**src/rtl/xm23_pkg.sv**
```systemverilog
// Shared XM-23 definitions: opcode numbering, major-group prefixes and the
// decoded field bundle exchanged between the instruction decoder and encoder.
package xm23_pkg;

    localparam logic [6:0] OP_BL     = 7'd0;
    localparam logic [6:0] OP_BEQ    = 7'd1;
    localparam logic [6:0] OP_BNE    = 7'd2;
    localparam logic [6:0] OP_BC     = 7'd3;
    localparam logic [6:0] OP_BNC    = 7'd4;
    localparam logic [6:0] OP_BN     = 7'd5;
    localparam logic [6:0] OP_BGE    = 7'd6;
    localparam logic [6:0] OP_BLT    = 7'd7;
    localparam logic [6:0] OP_BRA    = 7'd8;
    localparam logic [6:0] OP_ADD    = 7'd9;
    localparam logic [6:0] OP_ADDC   = 7'd10;
    localparam logic [6:0] OP_SUB    = 7'd11;
    localparam logic [6:0] OP_SUBC   = 7'd12;
    localparam logic [6:0] OP_DADD   = 7'd13;
    localparam logic [6:0] OP_CMP    = 7'd14;
    localparam logic [6:0] OP_XOR    = 7'd15;
    localparam logic [6:0] OP_AND    = 7'd16;
    localparam logic [6:0] OP_OR     = 7'd17;
    localparam logic [6:0] OP_BIT    = 7'd18;
    localparam logic [6:0] OP_BIC    = 7'd19;
    localparam logic [6:0] OP_BIS    = 7'd20;
    localparam logic [6:0] OP_MOV    = 7'd21;
    localparam logic [6:0] OP_SRA    = 7'd22;
    localparam logic [6:0] OP_RRC    = 7'd23;
    localparam logic [6:0] OP_COMP   = 7'd24;
    localparam logic [6:0] OP_SWAP   = 7'd25;
    localparam logic [6:0] OP_SWPB   = 7'd26;
    localparam logic [6:0] OP_SXT    = 7'd27;
    localparam logic [6:0] OP_SETPRI = 7'd28;
    localparam logic [6:0] OP_SVC    = 7'd29;
    localparam logic [6:0] OP_SETCC  = 7'd30;
    localparam logic [6:0] OP_CLRCC  = 7'd31;
    localparam logic [6:0] OP_CEX    = 7'd32;
    localparam logic [6:0] OP_LD     = 7'd33;
    localparam logic [6:0] OP_ST     = 7'd34;
    localparam logic [6:0] OP_MOVL   = 7'd35;
    localparam logic [6:0] OP_MOVLZ  = 7'd36;
    localparam logic [6:0] OP_MOVLS  = 7'd37;
    localparam logic [6:0] OP_MOVH   = 7'd38;
    localparam logic [6:0] OP_LDR    = 7'd39;
    localparam logic [6:0] OP_STR    = 7'd40;
    localparam logic [6:0] OP_BRKPT  = 7'd41;

    localparam logic [2:0] GRP_BL   = 3'b000;
    localparam logic [2:0] GRP_BR   = 3'b001;
    localparam logic [2:0] GRP_ALU  = 3'b010;
    localparam logic [2:0] GRP_MOVX = 3'b011;

    // Common prefix of the single-register / special-purpose subgroup.
    localparam logic [5:0] PFX_SPECIAL = 6'b010011;
    localparam logic [5:0] PFX_CEX     = 6'b010100;
    localparam logic [4:0] PFX_LDST    = 5'b01011;
    localparam logic [15:0] WORD_BRKPT = 16'h5400;

    typedef struct packed {
        logic [6:0]  op;
        logic [12:0] off;
        logic [3:0]  c;
        logic [2:0]  t;
        logic [2:0]  f;
        logic [2:0]  pr;
        logic [3:0]  sa;
        logic [4:0]  pswb;
        logic [2:0]  dst;
        logic [2:0]  srccon;
        logic        wb;
        logic        rc;
        logic        prpo;
        logic        dec;
        logic        inc;
        logic [7:0]  imbyte;
    } xm23_fields_t;

    // True when off, read as signed, is representable in a width-bit field.
    function automatic logic off_fits(input logic [12:0] off, input int width);
        logic signed [12:0] hi;
        hi = $signed(off) >>> (width - 1);
        return (hi == '0) || (hi == '1);
    endfunction

endpackage

```
**src/rtl/encoder_fifo.sv**
```systemverilog
// Small synchronous FIFO holding encoded {instruction, address} entries.
// The head reads as zero while the FIFO is empty.
module encoder_fifo
    import xm23_pkg::*;
#(
    parameter int DEPTH = 4,
    parameter int WIDTH = 32
) (
    input  logic             Clock,
    input  logic             Reset,
    input  logic             push,
    input  logic             pop,
    input  logic [WIDTH-1:0] din,
    output logic [WIDTH-1:0] dout,
    output logic             empty,
    output logic [$clog2(DEPTH):0] count
);

    localparam int AW = $clog2(DEPTH);
    localparam int CW = AW + 1;

    logic [WIDTH-1:0] mem [DEPTH];
    logic [AW-1:0]    wr_ptr;
    logic [AW-1:0]    rd_ptr;
    logic [CW-1:0]    cnt;
    logic             full;
    logic             push_ok;
    logic             pop_ok;

    assign full    = (cnt == CW'(DEPTH));
    assign empty   = (cnt == '0);
    assign push_ok = push & ~full;
    assign pop_ok  = pop & ~empty;
    assign count   = cnt;
    assign dout    = empty ? '0 : mem[rd_ptr];

    always_ff @(posedge Clock or posedge Reset) begin
        if (Reset) begin
            wr_ptr <= '0;
            rd_ptr <= '0;
            cnt    <= '0;
        end else begin
            if (push_ok) wr_ptr <= wr_ptr + AW'(1);
            if (pop_ok)  rd_ptr <= rd_ptr + AW'(1);
            case ({push_ok, pop_ok})
                2'b10:   cnt <= cnt + CW'(1);
                2'b01:   cnt <= cnt - CW'(1);
                default: cnt <= cnt;
            endcase
        end
    end

    // NOTE: storage is deliberately left unreset; stale entries are never
    // visible because reads are gated by empty and the pointers do reset.
    always_ff @(posedge Clock) begin
        if (push_ok) mem[wr_ptr] <= din;
    end

endmodule

```
**src/rtl/instruction_encoder.sv**
```systemverilog
// Packs XM-23 field bundles into 16-bit words tagged with a byte address and
// queues them. Define ENC_RANGE_CHECK_EN to fault on out-of-range offsets.
module instruction_encoder
    import xm23_pkg::*;
#(
    parameter int          DEPTH     = 4,
    parameter logic [15:0] BASE_ADDR = 16'h0000
) (
    input  logic        Clock,
    input  logic        Reset,
    input  logic        InValid,
    output logic        InReady,
    input  logic [6:0]  OP,
    input  logic [12:0] OFF,
    input  logic [3:0]  C,
    input  logic [2:0]  T,
    input  logic [2:0]  F,
    input  logic [2:0]  PR,
    input  logic [3:0]  SA,
    input  logic [4:0]  PSWb,
    input  logic [2:0]  DST,
    input  logic [2:0]  SRCCON,
    input  logic        WB,
    input  logic        RC,
    input  logic        PRPO,
    input  logic        DEC,
    input  logic        INC,
    input  logic [7:0]  ImByte,
    input  logic        OrgValid,
    input  logic [15:0] OrgAddr,
    output logic        OutValid,
    input  logic        OutReady,
    output logic [15:0] Instr,
    output logic [15:0] Addr,
    output logic        FLTo
);

    localparam int CW = $clog2(DEPTH) + 1;

    xm23_fields_t  fld;
    logic [15:0]   word;
    logic          op_bad;
    logic          fault;
    logic          accept;
    logic          push;
    logic          pop;
    logic [15:0]   addr;
    logic [15:0]   tag_addr;
    logic          fifo_empty;
    logic [CW-1:0] fifo_count;

    assign fld = '{op: OP, off: OFF, c: C, t: T, f: F, pr: PR, sa: SA, pswb: PSWb,
                   dst: DST, srccon: SRCCON, wb: WB, rc: RC, prpo: PRPO,
                   dec: DEC, inc: INC, imbyte: ImByte};

    // NOTE: word takes a default before the case so no path infers a latch.
    always_comb begin
        word = '0;
        case (fld.op) inside
            OP_BL:             word = {GRP_BL, fld.off};
            [OP_BEQ:OP_BRA]:   word = {GRP_BR, 3'(fld.op - OP_BEQ), fld.off[9:0]};
            [OP_ADD:OP_BIS]:   word = {GRP_ALU, 1'b0, 4'(fld.op - OP_ADD), fld.rc, fld.wb,
                                       fld.srccon, fld.dst};
            OP_MOV:            word = {PFX_SPECIAL, 3'b000, fld.wb, fld.srccon, fld.dst};
            [OP_SRA:OP_COMP]:  word = {PFX_SPECIAL, 3'b001, fld.wb, 3'(fld.op - OP_SRA), fld.dst};
            OP_SWAP:           word = {PFX_SPECIAL, 3'b010, 1'b0, fld.srccon, fld.dst};
            [OP_SWPB:OP_SETPRI]:
                               word = {PFX_SPECIAL, 3'b010, 1'b1, 3'(fld.op - OP_SWPB),
                                       (fld.op == OP_SETPRI) ? fld.pr : fld.dst};
            OP_SVC:            word = {PFX_SPECIAL, 3'b011, 3'b000, fld.sa};
            [OP_SETCC:OP_CLRCC]:
                               word = {PFX_SPECIAL, 3'b100, 1'b0, 1'(fld.op - OP_SETCC), fld.pswb};
            OP_CEX:            word = {PFX_CEX, fld.c, fld.t, fld.f};
            [OP_LD:OP_ST]:     word = {PFX_LDST, 1'(fld.op - OP_LD), fld.prpo, fld.dec, fld.inc,
                                       fld.wb, fld.srccon, fld.dst};
            [OP_MOVL:OP_MOVH]: word = {GRP_MOVX, 2'(fld.op - OP_MOVL), fld.imbyte, fld.dst};
            [OP_LDR:OP_STR]:   word = {1'b1, 1'(fld.op - OP_LDR), fld.off[6:0], fld.wb,
                                       fld.srccon, fld.dst};
            OP_BRKPT:          word = WORD_BRKPT;
            default:           word = '0;
        endcase
    end

    assign op_bad = (fld.op > OP_BRKPT);

`ifdef ENC_RANGE_CHECK_EN
    logic range_ok;
    always_comb begin
        range_ok = 1'b1;
        if (fld.op >= OP_BEQ && fld.op <= OP_BRA)
            range_ok = off_fits(fld.off, 10);
        else if (fld.op == OP_LDR || fld.op == OP_STR)
            range_ok = off_fits(fld.off, 7);
    end
    assign fault = op_bad | ~range_ok;
`else
    assign fault = op_bad;
`endif

    assign InReady  = (fifo_count != CW'(DEPTH));
    assign OutValid = ~fifo_empty;
    assign accept   = InValid & InReady;
    assign push     = accept & ~fault;
    assign pop      = OutValid & OutReady;

    // An org load applies before a same-cycle accept, so it tags that word.
    assign tag_addr = OrgValid ? (OrgAddr & 16'hFFFE) : addr;

    always_ff @(posedge Clock or posedge Reset) begin
        if (Reset) begin
            addr <= BASE_ADDR & 16'hFFFE;
            FLTo <= 1'b0;
        end else begin
            addr <= push ? tag_addr + 16'd2 : tag_addr;
            FLTo <= accept & fault;
        end
    end

    encoder_fifo #(
        .DEPTH(DEPTH),
        .WIDTH(32)
    ) u_fifo (
        .Clock(Clock),
        .Reset(Reset),
        .push (push),
        .pop  (pop),
        .din  ({word, tag_addr}),
        .dout ({Instr, Addr}),
        .empty(fifo_empty),
        .count(fifo_count)
    );

endmodule

```
**config.mk**
```make
export PLATFORM = sky130hd
export DESIGN_NAME = instruction_encoder
export DESIGN_NICKNAME = d
export VERILOG_FILES = /design/src/rtl/xm23_pkg.sv /design/src/rtl/encoder_fifo.sv /design/src/rtl/instruction_encoder.sv
export SDC_FILE = /design/constraint.sdc
export NUM_CORES = 1
export LEC_CHECK = 0
export BUFFER_PORTS_ARGS = -buffer_cell sky130_fd_sc_hd__buf_2
export CORE_MARGIN = 2
export CORE_UTILIZATION = 52
export DETAILED_ROUTE_END_ITERATION = 10
export GPL_TIMING_DRIVEN = 0
export PLACE_DENSITY = 0.77
export SYNTH_ARGS = -nofsm -noshare
export SYNTH_HDL_FRONTEND = slang
export SYNTH_HIERARCHICAL = 1
export SYNTH_SLANG_ARGS = --single-unit
```
**constraint.sdc**
```tcl
create_clock -name Clock -period 2.3 [get_ports Clock]
set_clock_uncertainty 0.05 [all_clocks]
set_input_delay 0.46 -clock Clock [delete_from_list [all_inputs] [get_ports Clock]]
set_output_delay 0.46 -clock Clock [all_outputs]
set_load 0.01 [all_outputs]
```
==> summary.txt <==
Run status
  • Status: finished with violations
  • Failing checks: negative setup slack

CTS
  • CTS tree: yes
  • Clk buf depth: 2
  • Root buffer cell: clkbuf_16
  • Clk sinks: 152
  • Worst-Skew Late Latency: just over 0.4 ns
  • CTS Buf Count: 17
  • Clock slew at reported path FFs: 0.06 ns
  • H-tree levels: 4

Synth
  • Syn Nets: 687
  • Sequential cell area fraction in the yosys report: 56.7%
  • FF+latch count, synth: 152
  • Most frequent cells after synthesis: edfxtp_1 (128), nor2b_1 (44), nand2_1 (37)
  • Largest family of logic cells by synthesized area: simple AND/OR/NAND/NOR gates
  • Count leader, synth: edfxtp_1
  • Main flop type after synthesis: edfxtp_1
  • Post-Synth Simple-Gate Area: 12.6%
  • Synth top area share: roughly 49%
  • Mean post-synth cell area: approximately 13 sq um
  • EDFF count, synth: 128
  • Adder and majority cell fraction of the synthesized area: 2.33%
  • Post-synthesis compound-gate area fraction: a little over a tenth
  • Mux cell area share after synthesis: 11.9%
  • Synth async-reset ratio: 15.8%
  • YS warnings: 6
  • Post-Syn Area: 7840 sq um
  • Post-synth top area cell: edfxtp_1
  • Xor/xnor cell area share of the yosys netlist: 2.46%
  • Largest cells by area after synthesis: edfxtp_1 (49%), mux4_2 (9.2%), dfrtp_1 (7.7%)
  • Library cells used by synthesis: 75
  • Syn Inst Count: 591

Global routing
  • GR Util met3: 4.22%
  • Largest net degree at the start of global routing: 33
  • Busiest grt layer: met2
  • Gr ovfl total: 0
  • Global Route Usage Sum: between 20 and 30%
  • Initial antenna violation count: 0
  • Met1 global-route usage: 35.6%
  • First-pass GRT wire length: 34200 um
  • Met2 GRT Util: between 40% and 50%
  • Number of global-route vias before repair: between 6000 and 7000

Pwr
  • Peak supply drop: 766 uV
  • P per Cell Area: about 960 nW/um^2
  • Overall Power: 0.0100 W
  • P_leak: 4.05 nW

Layout
  • N_diodes: 0
  • Layout cells sized above 1: 46.1%
  • Final cell count without fillers: 970
  • Area Overhead vs Synth: 33.4%
  • Final net count: 869

Timing
  • Unrepaired setup endpoints after global routing: true
  • Setup slack after layout: -0.197 ns
  • Relative slew slack: 49.6%
  • Period utilization: 109%
  • Tightest Pin Transition: between 0.7 and 0.8 ns
  • Hold Violations, Final: 0
  • Tmin final: 2.50 ns
  • Hold Slack: 0.295 ns
  • Pins Over Slew Limit: 0
  • Max frequency: between 400 and 500 MHz
  • Setup violators final: 73

Setup path
  • Critical-path maximum fanout: 10
  • CP Class: input pin to flop
  • Worst Setup End Kind: flop
  • R2r setup slk: -0.05 ns
  • WP data arrival: around 2.6 ns
  • Critical path startpoint: OP[0]
  • Worst r2r src: u_fifo/count[1]
  • CP endpoint: u_fifo/mem[3][18]
  • Max incr delay on CP: 0.52 ns
  • Data required, critical path: ~2.4 ns
  • Crit path cell chain: buf_6 -> clkbuf_16 -> inv_6 -> ha_4 -> nand2b_1 -> buf_6 -> nand2_2 -> a41oi_4 -> nand2_4 -> or4_1 -> o221a_1
  • Slowest cell on crit path: or4_1
  • Cells on worst reg2reg path: 12
  • Top cell by count, worst path: buf_6
  • R2r endpoint: u_fifo/count[2]
  • Crit start category: input pin

Detailed routing
  • Antenna Nets Post-Route: 0
  • Vias per inst: 6.25
  • Drt first pass iters: 5
  • Drt total wl: 23400 um
  • Post-route DRC violation count: 0
  • Per-cell routed wire length: 24.1 um
  • Initial DRC count: about 570
  • Via Count: 6064

Floorplan
  • Initial core utilization: 53.6%
  • Die H: 127 um
  • Top Ports: ~120
  • Row Count: 44
  • CORE AREA: 14600 sq um
  • Die width: 127 um
  • Die area: 16100 sq um

Placed design
  • Placed insts: 888
  • # port buffers: 113
  • Hpwl dp: 15200 um
  • RePlAce Congestion: between 0.9 and 1

Run
  • Max Cap Violations: 0

Worst hold path
  • Hold Crit Class: input pin to flop
## through the flow
stage | setup TNS [ns] | area (sq um) | worst slack (ns) | utilization [%]
2_1_floorplan | -48.14 | 7990 | -0.422 | -
3_3_place_gp | -214.37 | 8790 | -1.43 | 60.0
3_5_place_dp | -217.44 | 8790 | -1.42 | 60.0
4_1_cts | -5.50 | 10100 | -0.185 | 68.7
5_1_grt | -13.84 | 10500 | -0.218 | 71.5
6_report | -7.17 | 10500 | -0.197 | 71.5
## cells in the final DEF, fill, tap and decap left out, types with 5 or more instances in the layout
| cell type | Yosys | final |
|---|---|---|
| edfxtp_1 | 128 | 128 |
| buf_2 | 7 | 106 |
| buf_4 | 2 | 48 |
| nand2_1 | 37 | 33 |
| mux4_2 | 32 | 32 |
| nor2b_1 | 44 | 31 |
| nor2_1 | 27 | 25 |
| dfrtp_1 | 24 | 21 |
| clkbuf_16 | 0 | 21 |
| inv_1 | 25 | 18 |
| buf_6 | 4 | 15 |
| xnor2_1 | 13 | 13 |
| a21oi_1 | 20 | 12 |
| o21ai_0 | 19 | 12 |
| nor2b_4 | 0 | 11 |
| nand3_1 | 11 | 11 |
| mux2_2 | 11 | 10 |
| mux2i_1 | 9 | 9 |
| xor2_1 | 9 | 9 |
| inv_6 | 0 | 7 |
| o211ai_1 | 7 | 7 |
| ha_1 | 13 | 7 |
| a21o_1 | 6 | 6 |
| and3_1 | 6 | 6 |
| nor3_1 | 7 | 6 |
| and2_4 | 0 | 6 |
| a21oi_2 | 0 | 6 |
| buf_12 | 0 | 6 |
| and2_1 | 10 | 5 |
| clkbuf_4 | 0 | 5 |
| clkinvlp_4 | 0 | 5 |
| nand4_1 | 5 | 5 |
## where the power goes
part | leakage, nW | total [W] | switching (W) | internal (W)
logic | 2.34 | 0.00402 | 0.00188 | 0.00214
clock network | 0.260 | 0.00257 | 0.00114 | 0.00144
registers | 1.46 | 0.00345 | 0.000142 | 0.00330
total | 4.05 | 0.0100 | 0.00316 | 0.00688
## layer usage
metal | routed length, um | vias to the layer above | share of wire [%]
met3 | 1530 | 58 | 6.6
met5 | 0 | - | 0
met1 | 9330 | 3029 | 40
met2 | 11600 | 336 | 50
met4 | 845 | 0 | 3.6
li1 | - | 2641 | -
## worst min-delay path by stage
stage,slack (ns),from,cells past startpoint,to
after CTS,0.25,InValid,3,FLTo
after floorplan,0.21,Reset,1,u_fifo/count[0]
after global placement,0.36,Reset,2,u_fifo/count[2]
final,0.30,InValid,3,FLTo
after detailed placement,0.37,Reset,2,u_fifo/count[1]
after global routing,0.28,InValid,3,FLTo
## sequential cells by signal (all words and copies together) (netlist names)
register,count
u_fifo/rd_ptr,2
u_fifo/wr_ptr,2
FLTo,1
addr,16
u_fifo/mem,128
u_fifo/count,3
## cells by family (layout without fill, tap and decap cells)
group,Yosys count,count (layout)
simple gates,178,178
flops,152,152
compound gates,114,114
buf+inv,59,254
mux,52,52
xor+xnor,22,22
fa+ha+maj,14,14
## layout make-up
class | count | area (sq um)
buffer | 30 | 305
clock buffer | 19 | 443
clock inverter | 13 | 111
fill | 963 | 4180
inverter | 25 | 108
multi-input combinational | 380 | 3660
sequential | 152 | 4450
tap | 184 | 230
timing repair buffer | 167 | 1160
## what timing repair did
action | 4_1_cts | 5_1_grt
hold endpoints to repair | 7 | 0
setup buffers | 34 | 16
endpoints found under the setup margin | 235 | 229
resized for setup | 102 | 60
hold buffers | 1 | 0
pin swaps | 23 | 20
gates cloned | 2 | 2
## critical path, delay by kind of cell
family | cells | cell delay, ns
buffers and inverters | 4 | 0.54
adders and majority gates | 1 | 0.20
and+or+nand+nor | 4 | 0.79
AOI/OAI and AO/OA | 2 | 0.60
Power figures use the tool's default switching activity.
